**src/rtl/mux_n_arb.sv**
```systemverilog
// Registered N-input selector, explicit-select or round-robin; 1 clk from input transfer to out_valid.
// Backpressure: all in_ready drop while the output register holds a beat that out_ready has not taken.
module mux_n_arb #(
   parameter int WIDTH  = 32,
   parameter int NUM_IN = 8,
   parameter int SEL_W  = 3
) (
   input  logic                    clock,
   input  logic                    reset_n,
   input  logic                    mode,
   input  logic [SEL_W-1:0]        select,
   input  logic [NUM_IN*WIDTH-1:0] in_data,
   input  logic [NUM_IN-1:0]       in_valid,
   output logic [NUM_IN-1:0]       in_ready,
   output logic [WIDTH-1:0]        out_data,
   output logic [SEL_W-1:0]        out_chan,
   output logic                    out_valid,
   input  logic                    out_ready
);

   if (NUM_IN < 2 || (1 << SEL_W) < NUM_IN) begin : g_bad_params
      $error("mux_n_arb: NUM_IN must lie in 2..2**SEL_W");
   end

   logic [SEL_W-1:0]  rr_ptr;
   logic              can_accept;
   logic              ex_valid;
   logic              any_valid;
   logic              hi_valid;
   logic [SEL_W-1:0]  lo_idx;
   logic [SEL_W-1:0]  hi_idx;
   logic [NUM_IN-1:0] hi_req;
   logic              grant_valid;
   logic [SEL_W-1:0]  grant;
   logic [WIDTH-1:0]  grant_data;
   logic              transfer;

   assign can_accept = !out_valid || out_ready;

   // Out-of-range select never matches a channel, so it yields no grant.
   always_comb begin
      ex_valid = 1'b0;
      for (int i = 0; i < NUM_IN; i++) begin
         if (select == SEL_W'(i)) ex_valid = in_valid[i];
      end
   end

   // Round-robin: lowest requester at or above rr_ptr, else lowest requester overall (wrap).
   always_comb begin
      hi_req    = '0;
      any_valid = 1'b0;
      hi_valid  = 1'b0;
      lo_idx    = '0;
      hi_idx    = '0;
      for (int i = 0; i < NUM_IN; i++) begin
         hi_req[i] = in_valid[i] && (SEL_W'(i) >= rr_ptr);
      end
      for (int i = NUM_IN - 1; i >= 0; i--) begin
         if (in_valid[i]) begin
            any_valid = 1'b1;
            lo_idx    = SEL_W'(i);
         end
         if (hi_req[i]) begin
            hi_valid = 1'b1;
            hi_idx   = SEL_W'(i);
         end
      end
   end

   assign grant_valid = mode ? any_valid : ex_valid;
   assign grant       = mode ? (hi_valid ? hi_idx : lo_idx) : select;

   always_comb begin
      in_ready   = '0;
      grant_data = '0;
      for (int i = 0; i < NUM_IN; i++) begin
         in_ready[i] = reset_n && grant_valid && can_accept && (grant == SEL_W'(i));
         if (grant == SEL_W'(i)) grant_data = in_data[i*WIDTH +: WIDTH];
      end
   end

   assign transfer = |in_ready;

   always_ff @(posedge clock or negedge reset_n) begin
      if (!reset_n) begin
         out_valid <= 1'b0;
         out_data  <= '0;
         out_chan  <= '0;
         rr_ptr    <= '0;
      end else begin
         if (transfer) begin
            out_valid <= 1'b1;
            out_data  <= grant_data;
            out_chan  <= grant;
            if (mode) begin
               rr_ptr <= (grant == SEL_W'(NUM_IN - 1)) ? '0 : grant + SEL_W'(1);
            end
         end else if (out_ready) begin
            out_valid <= 1'b0;
         end
      end
   end

endmodule

```
**config.mk**
```make
export PLATFORM = sky130hd
export DESIGN_NAME = mux_n_arb
export DESIGN_NICKNAME = d
export VERILOG_FILES = /design/src/rtl/mux_n_arb.sv
export SDC_FILE = /design/constraint.sdc
export NUM_CORES = 1
export LEC_CHECK = 0
export CAP_MARGIN = 10
export CORE_AREA = 2 2 121 123
export CTS_CLUSTER_DIAMETER = 120
export DETAILED_ROUTE_END_ITERATION = 10
export DIE_AREA = 0 0 123 125
export PLACE_DENSITY = 0.71
export SLEW_MARGIN = 10
export SYNTH_ARGS = -nofsm -noshare
export SYNTH_HDL_FRONTEND = slang
export SYNTH_SLANG_ARGS = --single-unit
```
**constraint.sdc**
```tcl
create_clock -name clock -period 9.1 [get_ports clock]
set_input_delay 1.365 -clock clock [delete_from_list [all_inputs] [get_ports clock]]
set_output_delay 1.365 -clock clock [all_outputs]
set_load 0.01 [all_outputs]
```
Word-level counts from Yosys, hierarchy flattened --
Cells that the tools add are included.
Operators by class: add/sub/neg operators 1, order comparisons 8, eq/ne operators 14, mux-type cells 54, reduce and logical (&&, ||, !) cells 25
Operator list (number):
- two-way mux 32 bit | 8
- two-way mux 3 bit | 19
- two-way mux 1 bit | 27
- equality test 3 bit, second input constant | 8
- logical AND 1 bit | 18
- equality test 3 x 2 -> 1 bit, second input constant | 4
- greater-or-equal comparator 3 bit, first input constant | 4
- OR reduction 8 bit | 1
- equality test 3 x 1 -> 1 bit, second input constant | 2
- greater-or-equal comparator 1 x 3 -> 1 bit, first input constant | 2
- greater-or-equal comparator 2 x 3 -> 1 bit, first input constant | 2
- logical NOT 3 bit | 2
- adder 3 x 1 -> 3 bit, second input constant | 1
- AND reduction 2 bit | 1
- nonzero test 2 bit | 1
- logical NOT 1 bit | 1
- logical OR 1 bit | 1
Word-level totals: register bits 39, input port bits 271, output and inout port bits 44, word-level logic and storage cells 106

Depth between registers and ports, before layout --
depth after elaboration 21, gate-level depth with buffers 17, mapped depth without buffers 14

Least setup slack after synthesis --
OpenSTA, ideal clock, no wires.
path type input port to output port, start input in_valid[4], end output in_ready[1], arrival time 3.676 ns, data required time 7.735 ns, slack 4.059 ns, stages 10, path buffers 3, path through a2bb2oi_1 -> a221oi_1 -> o2111ai_1 -> o221a_2 -> inv_1 -> ha_1 -> clkbuf_1 -> clkbuf_1 -> clkbuf_1 -> and3_1
On the way: cells in the longest elaborated chain, start to end 10, elaborated cells on any way between the ends 32, classes of those cells eq/ne (1); mux (27); reduce/logical (4)
RTL lines:
- start, declared | RTL line 13 | input logic [NUM_IN-1:0] in_valid,
- logical AND 1 bit | RTL line 56 | hi_req[i] = in_valid[i] && (SEL_W'(i) >= rr_ptr);
- two-way mux 3 bit / two-way mux 1 bit (equally long branches) (5 in a row) | RTL line 63 | if (hi_req[i]) begin
- two-way mux 3 bit * (2 in a row) | RTL line 71 | assign grant = mode ? (hi_valid ? hi_idx : lo_idx) : select;
- via grant[0] | RTL line 34 | logic [SEL_W-1:0] grant;
- equality test 3 x 1 -> 1 bit * | RTL line 77 | in_ready[i] = reset_n && grant_valid && can_accept && (grant == SEL_W'(i));
- logical AND 1 bit * | RTL line 77
- end, declared | RTL line 14 | output logic [NUM_IN-1:0] in_ready,
The timed path passes the listed nets; every way through them passes the cells marked *.

Worst setup path after layout --
start input mode, end output in_ready[3]
On the way: elaborated cells on any way between the ends 6, classes of those cells eq/ne (1); mux (2); reduce/logical (3)
RTL lines:
- start, declared | RTL line 10 | input logic mode,
- two-way mux 3 bit | RTL line 71
- via grant[0] | RTL line 34
- equality test 3 x 2 -> 1 bit | RTL line 77
- logical AND 1 bit | RTL line 77
The timed path passes the listed nets, and every way through them passes these cells.

==> results.toml <==
[timing]
clock_skew_ns = 0.00822
rsz0062_at_grt = "no"
finalHoldViolCount = 0
fin_crit_ns = 6.35
setup_viol = 0
tightest_slew_ns = 1.12
drv_slew = 0
slew_headroom_pct = 24.7
fmax_mhz = 157
fin_tns_setup_ns = 0
whs_ns = 0.539
fin_crit_sh_pct = 69.8

[worst_setup_path]
cp-end-kind = "output port"
timing.rr.start = "rr_ptr[1]"
crit_path_top_delay_cell = "ha_2"
r2r_end = "out_data[1]"
slowest_delay_ns = 0.73
cp_max_fo = 36
crit_required_ns = 7.74
rrSetupSlack_ns = 4.12
worstRegToRegCells = 13
cp_data_arrival_time_ns = 4.98
worst-setup-path-type = "in2out"
path_cells = "clkdlybuf4s50_1 -> inv_2 -> o31ai_2 -> and2_1 -> o2111ai_1 -> o221a_2 -> inv_1 -> ha_1 -> ha_2 -> and2_1 -> clkdlybuf4s50_1"
worst_setup_path_start_kind = "input pin"

[floorplanning]
die_y_um = 125
io_pins = 315
core-area_um2 = 14200
die_area_um2 = 15400
die_w_um = 123
start_util_pct = 28.3
fp-row-count = 44

[power_and_ir_drop]
power.switching_mw = 0.663
peakVddDrop_mv = 0.0765
seqPwrFrac_pct = 20.8
p_leak_nw = 3.01
p_int_mw = 0.910
p_comb_share_pct = 66.3
switching_share_pct = 42.1
power.density_nw_per_um2 = 211
clkPwrFrac_pct = 12.9

[detailed_routing]
wire_per_inst_um = 19.5
routed_wl_um = 19600
avgViaCountPerCell = 5.09
postRouteAntennaNets = 0
first_iter_violations = 330
drt_first_pass_iters = 4
vias = 5107
drc_errors = 0

[grt]
grt_pass1_vias = 5102
grt.total_usage_pct = 24.6
grt_pass1_wl_um = 29200
grt_overflow = 0
grt_max_degree = 69
antenna_found_initial = 0

[yosys]
synth_nets = 816
netlist_area_um2 = 4020
synth_cell_types = 49
yosys_warnings = 0
syn_avg_cell_area_um2 = 7.46
syn_inst = 539
ys_ff_latch = 39
yosysSeqAreaShare_pct = 24.3

[clock_tree]
numClockSinks = 39
cts.path.max_buffers = 2
cts_made_buffers = 5
cts-root-buf = "clkbuf_16"
htree_num_levels = 2
cts_hold_buf = 0
cts.reportedPaths.clkPinSlew_ns = 0.06
postCtsSetupBuffers = 0
clock_latency_ns = 0.28
post_cts_resized = 0
cts_tree = "done"

[worst_hold_path]
holdPathStages = 2
hold_path_end = "out_chan[0]"
hp-start = "out_chan[0]"
worstHoldPathType = "reg2reg"

[status]
status = "finished clean"

[placed_design]
dpl.hpwl_um = 15200
gp_congestion = 0.943
port_buffers = 314

[layout]
layout_commonest_cell = "clkdlybuf4s50_1"
syn2layout_area_growth_pct = 85.2
nets = 1097
n_antenna_cell = 0
drive_gt1_share_pct = 6.10
mostFrequentLayoutCells = "clkdlybuf4s50_1 (313), nor2_1 (74), nand2_1 (73)"
nFillCells = 1355

[job]
max_cap_viol_count = 0
## worst max-delay path by stage
stage	start	endpoint	slack, ns
after detailed placement	mode	out_data[1]	2.39
after global placement	mode	out_data[15]	2.52
final	mode	in_ready[3]	2.75
after global routing	mode	out_data[31]	2.44
after floorplan	in_valid[4]	in_ready[1]	4.06
after CTS	mode	out_data[1]	2.68
## state kept, by name (all words and copies together), names as in the netlist
register   flops
rr_ptr         3
out_data      32
out_valid      1
out_chan       3
## stage by stage
step           utilization (%)  power [mW]  instances  cell area, µm²  setup WS [ns]
3_5_place_dp              51.3        1.37        997            7280           2.39
3_3_place_gp              51.3        1.36        997            7280           2.52
5_1_grt                   52.4        1.69       1004            7440           2.44
6_report                  52.4        1.57       1004            7440           2.75
4_1_cts                   52.4        1.58       1004            7440           2.68
2_1_floorplan                -       0.899        539            4020           4.06
## kinds of logic (layout without fill, tap and decap cells)
group / Yosys count / in the layout / share of synthesized area [%]
buf+inv: 59 / 340 / 6.26
flops: 39 / 39 / 24.3
compound gates: 195 / 195 / 33.2
fa+ha+maj: 6 / 6 / 1.87
simple gates: 202 / 202 / 24.4
mux: 38 / 38 / 9.93
## power by group through the flow
stage / clock (mW) / sequential (mW) / combinational [mW]
after CTS: 0.205 / 0.327 / 1.05
after detailed placement: 0 / 0.329 / 1.05
after global placement: 0 / 0.327 / 1.03
final: 0.203 / 0.327 / 1.04
after floorplan: 0 / 0.351 / 0.547
after global routing: 0.214 / 0.339 / 1.14
## worst max-delay path: cells and delay by family
family / cells / cell delay, ns
fa+ha+maj: 2 / 0.93
compound gates: 3 / 0.67
buf+inv: 4 / 1.54
simple gates: 2 / 0.46
## cells in the mapped netlist, drive strengths merged
master | n | area (µm²)
or4 | 2 | 15.0
mux2 | 5 | 56.3
nand3 | 2 | 10.0
a2bb2oi | 2 | 17.5
inv | 11 | 41.3
a21oi | 36 | 180
and2 | 3 | 18.8
and3 | 7 | 43.8
clkbuf | 32 | 120
mux2i | 32 | 320
nor2 | 74 | 278
a221oi | 35 | 313
o211ai | 1 | 12.5
o22ai | 33 | 206
o311ai | 2 | 25.0
o311a | 1 | 10.0
nand3b | 1 | 7.51
or2 | 1 | 6.26
nor3 | 33 | 270
o21ai | 37 | 185
buf | 16 | 90.1
o21bai | 1 | 7.51
nand2 | 73 | 274
a21o | 32 | 240
mux4 | 1 | 22.5
or3 | 1 | 6.26
or4b | 1 | 10.0
nor2b | 2 | 12.5
nand2b | 1 | 6.26
a21boi | 2 | 15.0
dfrtp | 39 | 976
o31ai | 5 | 42.5
a22oi | 3 | 22.5
o221a | 2 | 31.3
a31o | 1 | 8.76
o2bb2ai | 1 | 8.76
o2111ai | 1 | 8.76
ha | 6 | 75.1
nor4b | 1 | 23.8
## final cells by class
type	instances	area (µm²)	area share [%]
Clock buffer	6	129	1.73
Clock inverter	1	30.0	0.403
Inverter	11	41.3	0.555
Multi-Input combinational cell	441	2840	38.1
Sequential cell	39	976	13.1
Tap cell	184	230	3.09
Timing Repair Buffer	322	3200	43.0
## per-layer routing
layer	GRT usage, %	part of all wire [%]	vias up
met5	0	0	-
met4	4.28	1.4	0
met3	5.06	8.4	18
met2	43.4	49	213
met1	31.0	41	2327
li1	-	-	2549
(Power assumes the default switching activity.)
